[src/rtl/reset_sequencer.sv]
// Reset sequencer: waits for a stable PLL lock, then releases N_STAGES
// active-low reset domains one at a time, lowest bit first. Loss of lock,
// a debounced board button or a software request asserts every domain
// reset together on the next edge.
//
//   state   | meaning
//   --------+---------------------------------------------------------
//   HOLD    | all domains in reset, waiting for lock and no button
//   STABLE  | lock seen, counting LOCK_STABLE cycles before release
//   RELEASE | releasing one domain every STAGE_DELAY cycles
//   RUN     | every domain out of reset
module reset_sequencer #(
  parameter int N_STAGES    = 4,
  parameter int STAGE_DELAY = 16,
  parameter int LOCK_STABLE = 256,
  parameter int SYNC_STAGES = 2,
  parameter int DEBOUNCE    = 64
) (
  input  logic                clk,
  input  logic                rst,
  input  logic                locked_i,
  input  logic                ext_rst_n_i,
  input  logic                sw_rst_req_i,
  input  logic                clear_status_i,
  output logic [N_STAGES-1:0] rst_n_o,
  output logic                all_released_o,
  output logic                lock_lost_o,
  output logic [1:0]          state_o
);

  if (N_STAGES < 1 || N_STAGES > 8) begin : g_bad_n_stages
    $error("reset_sequencer: N_STAGES must be 1..8");
  end
  if (STAGE_DELAY < 1) begin : g_bad_stage_delay
    $error("reset_sequencer: STAGE_DELAY must be >= 1");
  end
  if (LOCK_STABLE < 1) begin : g_bad_lock_stable
    $error("reset_sequencer: LOCK_STABLE must be >= 1");
  end
  if (SYNC_STAGES < 2 || SYNC_STAGES > 4) begin : g_bad_sync_stages
    $error("reset_sequencer: SYNC_STAGES must be 2..4");
  end
  if (DEBOUNCE < 1) begin : g_bad_debounce
    $error("reset_sequencer: DEBOUNCE must be >= 1");
  end

  // One counter serves both timed states, so it is sized for the longer one.
  localparam int CNT_MAX = (LOCK_STABLE > STAGE_DELAY) ? LOCK_STABLE : STAGE_DELAY;
  localparam int CW      = $clog2(CNT_MAX + 1);
  localparam int DW      = $clog2(DEBOUNCE + 1);

  localparam logic [CW-1:0] STABLE_LAST = CW'(LOCK_STABLE - 1);
  localparam logic [CW-1:0] STAGE_LAST  = CW'(STAGE_DELAY - 1);
  localparam logic [DW-1:0] DEB_LAST    = DW'(DEBOUNCE - 1);

  typedef enum logic [1:0] {
    HOLD    = 2'd0,
    STABLE  = 2'd1,
    RELEASE = 2'd2,
    RUN     = 2'd3
  } state_t;

  state_t               state;
  logic [CW-1:0]        cnt;
  logic [SYNC_STAGES-1:0] lock_sync;
  logic [SYNC_STAGES-1:0] ext_sync;
  logic                 locked_s;
  logic                 ext_s;
  logic [DW-1:0]        deb_cnt;
  logic                 ext_req;
  logic                 any_req;
  logic [N_STAGES-1:0]  rel_next;

  assign locked_s = lock_sync[SYNC_STAGES-1];
  assign ext_s    = ext_sync[SYNC_STAGES-1];
  assign any_req  = !locked_s || ext_req || sw_rst_req_i;
  // Next release pattern: shift in one more released domain from bit 0.
  assign rel_next = N_STAGES'({rst_n_o, 1'b1});
  assign state_o  = state;

  // Bring the asynchronous lock and button inputs into the clk domain.
  always_ff @(posedge clk) begin
    if (rst) begin
      lock_sync <= '0;
      ext_sync  <= '0;
    end else begin
      lock_sync <= {lock_sync[SYNC_STAGES-2:0], locked_i};
      ext_sync  <= {ext_sync[SYNC_STAGES-2:0], ext_rst_n_i};
    end
  end

  // Button debounce: request after DEBOUNCE consecutive low cycles, drop on the first high.
  // The request is registered so an exactly-long-enough press is still seen by the FSM.
  always_ff @(posedge clk) begin
    if (rst) begin
      deb_cnt <= '0;
      ext_req <= 1'b0;
    end else if (ext_s) begin
      deb_cnt <= '0;
      ext_req <= 1'b0;
    end else if (deb_cnt == DEB_LAST) begin
      ext_req <= 1'b1;
    end else begin
      deb_cnt <= deb_cnt + DW'(1);
    end
  end

  // Sequencing FSM with registered reset outputs; any request collapses to HOLD at once.
  always_ff @(posedge clk) begin
    if (rst) begin
      state          <= HOLD;
      cnt            <= '0;
      rst_n_o        <= '0;
      all_released_o <= 1'b0;
    end else if (state != HOLD && any_req) begin
      state          <= HOLD;
      cnt            <= '0;
      rst_n_o        <= '0;
      all_released_o <= 1'b0;
    end else begin
      case (state)
        HOLD: begin
          cnt            <= '0;
          rst_n_o        <= '0;
          all_released_o <= 1'b0;
          if (locked_s && !ext_req) state <= STABLE;
        end
        STABLE: begin
          if (cnt == STABLE_LAST) begin
            cnt            <= '0;
            rst_n_o        <= N_STAGES'(1);
            all_released_o <= (N_STAGES == 1);
            state          <= (N_STAGES == 1) ? RUN : RELEASE;
          end else begin
            cnt <= cnt + CW'(1);
          end
        end
        RELEASE: begin
          if (cnt == STAGE_LAST) begin
            cnt            <= '0;
            rst_n_o        <= rel_next;
            all_released_o <= &rel_next;
            if (rel_next[N_STAGES-1]) state <= RUN;
          end else begin
            cnt <= cnt + CW'(1);
          end
        end
        default: begin
          cnt            <= '0;
          rst_n_o        <= '1;
          all_released_o <= 1'b1;
        end
      endcase
    end
  end

  // Sticky lock-loss flag; a loss in the same cycle as a clear keeps the flag set.
  always_ff @(posedge clk) begin
    if (rst) begin
      lock_lost_o <= 1'b0;
    end else if (!locked_s && state != HOLD) begin
      lock_lost_o <= 1'b1;
    end else if (clear_status_i) begin
      lock_lost_o <= 1'b0;
    end
  end

endmodule
[config.mk]
export PLATFORM = sky130hd
export DESIGN_NAME = reset_sequencer
export DESIGN_NICKNAME = d
export VERILOG_FILES = /design/src/rtl/reset_sequencer.sv
export SDC_FILE = /design/constraint.sdc
export NUM_CORES = 1
export LEC_CHECK = 0
export BUFFER_PORTS_ARGS = -buffer_cell sky130_fd_sc_hd__buf_4
export CAP_MARGIN = 20
export CORE_MARGIN = 2
export CORE_UTILIZATION = 30
export CTS_BUF_LIST = sky130_fd_sc_hd__clkbuf_4 sky130_fd_sc_hd__clkbuf_8
export CTS_CLUSTER_SIZE = 12
export DETAILED_ROUTE_END_ITERATION = 10
export SLEW_MARGIN = 40
export SYNTH_ARGS = -nofsm -noshare
export SYNTH_HDL_FRONTEND = slang
export SYNTH_SLANG_ARGS = --single-unit
[constraint.sdc]
create_clock -name clk -period 3.5 [get_ports clk]
set_clock_uncertainty 0.05 [all_clocks]
set_input_delay 0.7 -clock clk [delete_from_list [all_inputs] [get_ports clk]]
set_output_delay 0.7 -clock clk [all_outputs]
set_load 0.005 [all_outputs]
==> summary.txt, run 1 <==
Synthesis
  – Commonest cells in the netlist: 29 x dfxtp_1, 14 x nor2_1, 11 x nand3_1
  – Warnings from Yosys: 0
  – Synth top area share: 43.32%
  – Synthesized area per cell: 9.710 sq um
  – Yosys top cell by area: dfxtp_1
  – Count leader, synth: dfxtp_1
  – Post-synthesis sequential area ratio: 43.32%
  – Mapped Cells: 138
  – Synthesized flop and latch total: 29
  – Asr flop ratio synth: 0%
  – Yosys cell types: 37
  – Synthesized Nets: 154
  – Number of synthesized flops with an enable pin: 0
  – Synthesized area: 1340 sq um
  – Ys flop type: dfxtp_1
  – Ranking of synthesized cells by area: dfxtp_1 43%, ha_1 9.3%, nand3_1 4.1%

STA
  – Final setup fails: 0
  – TNS Setup: 0 ns
  – Worst-margin pin slew: 0.6745 ns
  – Pins over their slew limit: 0
  – FMAX: 0.3811 GHz
  – Hold Vio Cnt, Final: 0
  – Final min period: 2.624 ns
  – Setup ws final: 0.8760 ns
  – Slew margin rel.: 54.94%
  – Final Cycle Share: 74.97%
  – RSZ-0062 raised after global routing: false
  – Hold WS: 0.3847 ns

Floorplan
  – Die Ht: 70.84 microns
  – Num ports: 14
  – Die Width: 70.84 microns
  – Initial Util: 30.99%
  – Core Region: 4324 sq um
  – Die area: 5018 sq um
  – Row cnt: 24

Drt
  – Via count: 1010
  – DR vias/cell: 4.856
  – Routed WL: 2488 microns
  – Residual DRC: 0
  – Routed wire per std cell: 11.96 microns
  – DR iter-0 viols: 40
  – Drt pass-1 iters: 4
  – Antenna-violating nets left: 0

Global routing
  – Largest net degree at the start of global routing: 10
  – Global-route wire length before repair: 4319 microns
  – Total Routing Usage GR: 11.03%
  – Vias in the first global route: 1016
  – Gr ovfl total: 0
  – Initial antenna violation count: 0

Critical path
  – Worst setup path class: register to register
  – Critical Path AT: 2.75 ns
  – Critical Path Start Type: register
  – Path depth of the worst reg2reg path: 10
  – Required time of the critical path: 3.62 ns
  – Worst R2R Setup Slack: 0.88 ns
  – R2r endpoint: state_o[0]
  – Reg2reg start: cnt[0]
  – Nature of the critical path endpoint: register
  – Crit path max fanout: 4

Clock network
  – CTS buffer count: 5
  – CTS tree: yes
  – Hold_buf cts: 0
  – CTS H-Tree Depth: 2
  – CTS max path bufs: 2
  – CTS sink cnt: 29
  – CTS clock-pin slew for the worst setup and hold paths: 0.06 ns
  – Worst-Skew Late Latency: 0.28 ns
  – Post-CTS setup repair buffer count: 0
  – Cts repair resizes: 0
  – CTS root buffer: clkbuf_8

Power
  – Int Power: 0.7225 mW
  – Flop pwr share: 39.4%
  – Combinational share of power: 24.6%
  – Sw frac: 28.33%
  – Pwr Density: 626.0 nW/um^2
  – Net load switching power: 0.2855 mW
  – Leak pwr: 0.7139 nW
  – Clock power share: 36.0%
  – Max VDD drop: 254.2 uV

Layout
  – Filler cells: 449
  – Area Overhead vs Synth: 20.17%
  – Share of cells above drive strength 1: 19.87%
  – Final Util: 37.24%
  – Final #Nets: 171
  – Diode count: 0

Status
  – Outcome: complete, no violations

Min path
  – Hold Path Sink: ext_sync[1]
  – Hold Crit Depth: 1
  – Start point of the worst hold path: ext_sync[0]
  – Worst hold path type: register to register

Placed design
  – RD Place Congestion: 0.7639
  – DP Wirelength: 1806 microns
  – DP Worst Slack: 0.8506 ns
  – PortBufs: 13

Job
  – Max Cap Viol: 0
## logic make-up after synthesis
group | after synthesis | share of synthesized area, %
fa+ha+maj | 10 | 9.337
buf+inv | 10 | 2.895
mux | 1 | 0.7470
flops | 29 | 43.32
compound gates | 26 | 16.71
simple gates | 55 | 22.41
xor+xnor | 7 | 4.575
## cell usage in the layout, fill, tap and decap left out, drive strengths merged, types with 2 or more instances in the layout
master,synthesis,layout
dfxtp,29,29
nor2,15,15
buf,0,13
nand3,11,11
ha,10,10
inv,7,7
clkbuf,3,7
a21oi,6,6
nand2,5,5
nor2b,5,5
and3,5,5
o211a,5,5
o21ai,4,4
a31oi,4,4
xor2,4,4
xnor2,3,3
nand4,2,2
nand2b,2,2
nor3,2,2
## registers in the layout, indices dropped and copies added (netlist names)
signal          cells
cnt                 9
deb_cnt             7
rst_n_o             4
ext_sync            2
lock_sync           2
state_o             2
all_released_o      1
ext_req             1
lock_lost_o         1
## through the flow
stage                     std cells  cell area [sq um]  total power [mW]
after CTS                       208               1610             1.022
after global placement          200               1490            0.6469
after global routing            208               1610             1.068
after floorplan                 138               1340            0.5665
final                           208               1610             1.008
after detailed placement        200               1490            0.6534
## layer usage
layer,wire (microns),track usage [%]
met1,1221,13.06
met4,8,3.983
met3,146,5.128
met2,1112,17.55
met5,0,0
## power by group through the flow
| stage | clock, mW | sequential, mW | combinational, mW |
|---|---|---|---|
| after CTS | 0.374 | 0.397 | 0.251 |
| after global placement | 0 | 0.400 | 0.247 |
| final | 0.363 | 0.397 | 0.248 |
| after detailed placement | 0 | 0.404 | 0.249 |
| after global routing | 0.394 | 0.401 | 0.273 |
| after floorplan | 0 | 0.399 | 0.167 |
## cell type report
class	instances	area, sq um	area share, %
tap	52	65.06	4.040
clock buffer	7	90.09	5.594
clock inverter	1	30.03	1.865
multi-input combinational	99	720.7	44.76
inverter	7	26.28	1.632
sequential	29	580.6	36.05
timing repair buffer	13	97.59	6.061
## worst max-delay path, cell delays in order (launching register included)
cell and delay, ns:
dfxtp_1 0.35, ha_1 0.20, nand3_1 0.21, nor2_1 0.24, nand3_1 0.12, inv_1 0.07, ha_1 0.14, and2b_2 0.26
a2111oi_1 0.56, nand3_1 0.13, and3b_1 0.19
## worst max path at each step
stage	end	startpoint	slack [ns]
2_1_floorplan	state_o[0]	cnt[0]	1.15
3_3_place_gp	state_o[0]	cnt[0]	1.02
3_5_place_dp	state_o[0]	cnt[0]	0.85
4_1_cts	state_o[0]	cnt[0]	0.83
5_1_grt	state_o[0]	cnt[0]	0.61
6_report	state_o[0]	cnt[0]	0.88
Power figures use the tool's default switching activity.
==> run 2: changes to the inputs <==
==> constraint.sdc (replaced) <==
create_clock -name clk -period 2.75 [get_ports clk]
set_clock_uncertainty 0.05 [all_clocks]
set_input_delay 0.55 -clock clk [delete_from_list [all_inputs] [get_ports clk]]
set_output_delay 0.55 -clock clk [all_outputs]
set_load 0.005 [all_outputs]
==> summary.txt, run 2 (synthesized netlist as in run 1, its figures left out) <==
Floorplan
  – Die area: 5018 sq um (unchanged)
  – Initial Util: 30.99% (unchanged)
  – Core Region: 4324 sq um (unchanged)
  – Num ports: 14 (unchanged)
  – Die Width: 70.84 microns (unchanged)
  – Die Ht: 70.84 microns (unchanged)
  – Row cnt: 24 (unchanged)

Global routing
  – Met3 Use GR: 4.416% (-0.71 points)
  – Initial antenna violation count: 0 (unchanged)
  – Total Routing Usage GR: 10.73% (-0.29 points)
  – Met1 Use GR: 12.54% (-0.52 points)
  – Vias in the first global route: 994 (-2.2%)
  – Largest net degree at the start of global routing: 10 (unchanged)
  – Global-route wire length before repair: 4284 microns (-0.81%)
  – Gr busiest metal: met2
  – Gr ovfl total: 0 (unchanged)
  – GR Layer Usage met2: 17.76% (+0.21 points)

Layout
  – Leading cell type in the layout, fill and taps excluded: dfxtp_1
  – Final Util: 36.72% (-0.52 points)
  – Most frequent cells in the layout: 29 x dfxtp_1, 14 x nor2_1, 14 x buf_4
  – Area Overhead vs Synth: 18.49%
  – Reg with most FFs: cnt
  – Share of cells above drive strength 1: 19.87% (unchanged)
  – Biggest regs: cnt: 9 flops, deb_cnt: 7 flops, rst_n_o: 4 flops
  – Final Instance Area: 1588 sq um (-1.4%)
  – Final #Nets: 172 (+0.58%)
  – Diode count: 0 (unchanged)
  – Max reg flops: 9 (unchanged)

STA
  – Hold WS: 0.3861 ns (+0.001428 ns)
  – RSZ-0062 raised after global routing: false
  – Slew margin rel.: 59.38% (+4.4 points)
  – Worst-margin pin slew: 0.6080 ns (-0.06644 ns)
  – Pins over their slew limit: 0 (unchanged)
  – Hold Vio Cnt, Final: 0 (unchanged)
  – Final setup fails: 0 (unchanged)
  – TNS Setup: 0 ns (unchanged)
  – FMAX: 0.4112 GHz (+7.9%)
  – Final Cycle Share: 88.44% (+13 points)
  – Final min period: 2.432 ns (-0.1918 ns)

Power
  – Leak pwr: 0.7040 nW (-1.4%)
  – Tot Pwr: 1.179 mW (+17%)
  – Pwr Density: 742.6 nW/um^2 (+19%)
  – Max VDD drop: 334.3 uV (+31%)

Critical path
  – Critical Path AT: 2.60 ns (-0.15 ns)
  – Reg2reg start: cnt[0]
  – Setup crit start: cnt[0]
  – WP depth: 10 (unchanged)
  – CP max stage cell: a2111oi_1
  – Critical Path Start Type: register
  – Slowest stage delay, CP: 0.56 ns (about the same)
  – Path depth of the worst reg2reg path: 10 (unchanged)
  – Nature of the critical path endpoint: register
  – Crit path buf inv count: 1 (unchanged)
  – Worst-path cell chain: ha_1, nand3_1, nor2_1, nand3_1, inv_1, ha_1, and2b_2, a2111oi_1, a21oi_1, and3b_1
  – Crit path max fanout: 3 (-1)
  – CP delay by family, top: simple AND/OR/NAND/NOR gates
  – Worst setup path class: register to register
  – Required time of the critical path: 2.92 ns (-0.70 ns)

Clock network
  – Cts repair resizes: 0 (unchanged)
  – Worst-Skew Late Latency: 0.28 ns (about the same)
  – CTS buffer count: 5 (unchanged)
  – CTS root buffer: clkbuf_8
  – CTS H-Tree Depth: 2 (unchanged)
  – CTS max path bufs: 2 (unchanged)
  – Post-CTS setup repair buffer count: 0 (unchanged)
  – CTS sink cnt: 29 (unchanged)
  – CTS tree: yes
  – Hold_buf cts: 0 (unchanged)
  – CTS clock-pin slew for the worst setup and hold paths: 0.06 ns (about the same)

Placed design
  – DP Wirelength: 1809 microns (+0.16%)
  – Post-DP Area: 1498 sq um (+0.50%)
  – PortBufs: 13 (unchanged)
  – RD Place Congestion: 0.8160 (+6.8%)

Drt
  – Routed WL: 2475 microns (-0.52%)
  – Residual DRC: 0 (unchanged)
  – Routed wire per std cell: 11.90 microns (-0.52%)
  – Antenna-violating nets left: 0 (unchanged)
  – Via count: 1022 (+1.2%)
  – DR vias/cell: 4.913 (+1.2%)
  – Drt pass-1 iters: 4 (unchanged)
  – DR iter-0 viols: 55 (+38%)

Min path
  – Worst hold path type: register to register
  – Hold Crit Depth: 1 (unchanged)
  – Start point of the worst hold path: lock_sync[0]

Job
  – Max Cap Viol: 0 (unchanged)

Status
  – Outcome: complete, no violations
[run 2: through the flow]
stage | worst slack (ns) | instances
floorplan | 0.3981 | 138
global placement | 0.4351 | 201
detailed placement | 0.3163 | 201
CTS | 0.2966 | 208
global route | 0.1410 | 208
finish | 0.3179 | 208
[run 2: final cells by class]
cell class | count | area, sq um
sequential | 29 | 580.6
clock buffer | 7 | 90.09
fill | 454 | 2736
timing repair buffer | 14 | 105.1
multi-input combinational | 99 | 720.7
inverter | 7 | 26.28
tap | 52 | 65.06
[run 2: metal layers]
layer | vias to the layer above | share of wire (%)
li1 | 520 | -
met2 | 23 | 47
met1 | 473 | 46
met5 | - | 0
met4 | 0 | 1.8
met3 | 6 | 5.3
[run 2: worst paths after layout]
path                  end  slack, ns
max            state_o[0]       0.32
min          lock_sync[1]       0.39
max reg2reg    state_o[0]       0.32
min reg2reg  lock_sync[1]       0.39
[run 2: power by group]
group | switching [mW] | total [mW] | internal [mW]
clock | 0.148 | 0.355 | 0.208
sequential | 0.0407 | 0.504 | 0.463
combinational | 0.168 | 0.319 | 0.151
total | 0.357 | 1.18 | 0.822
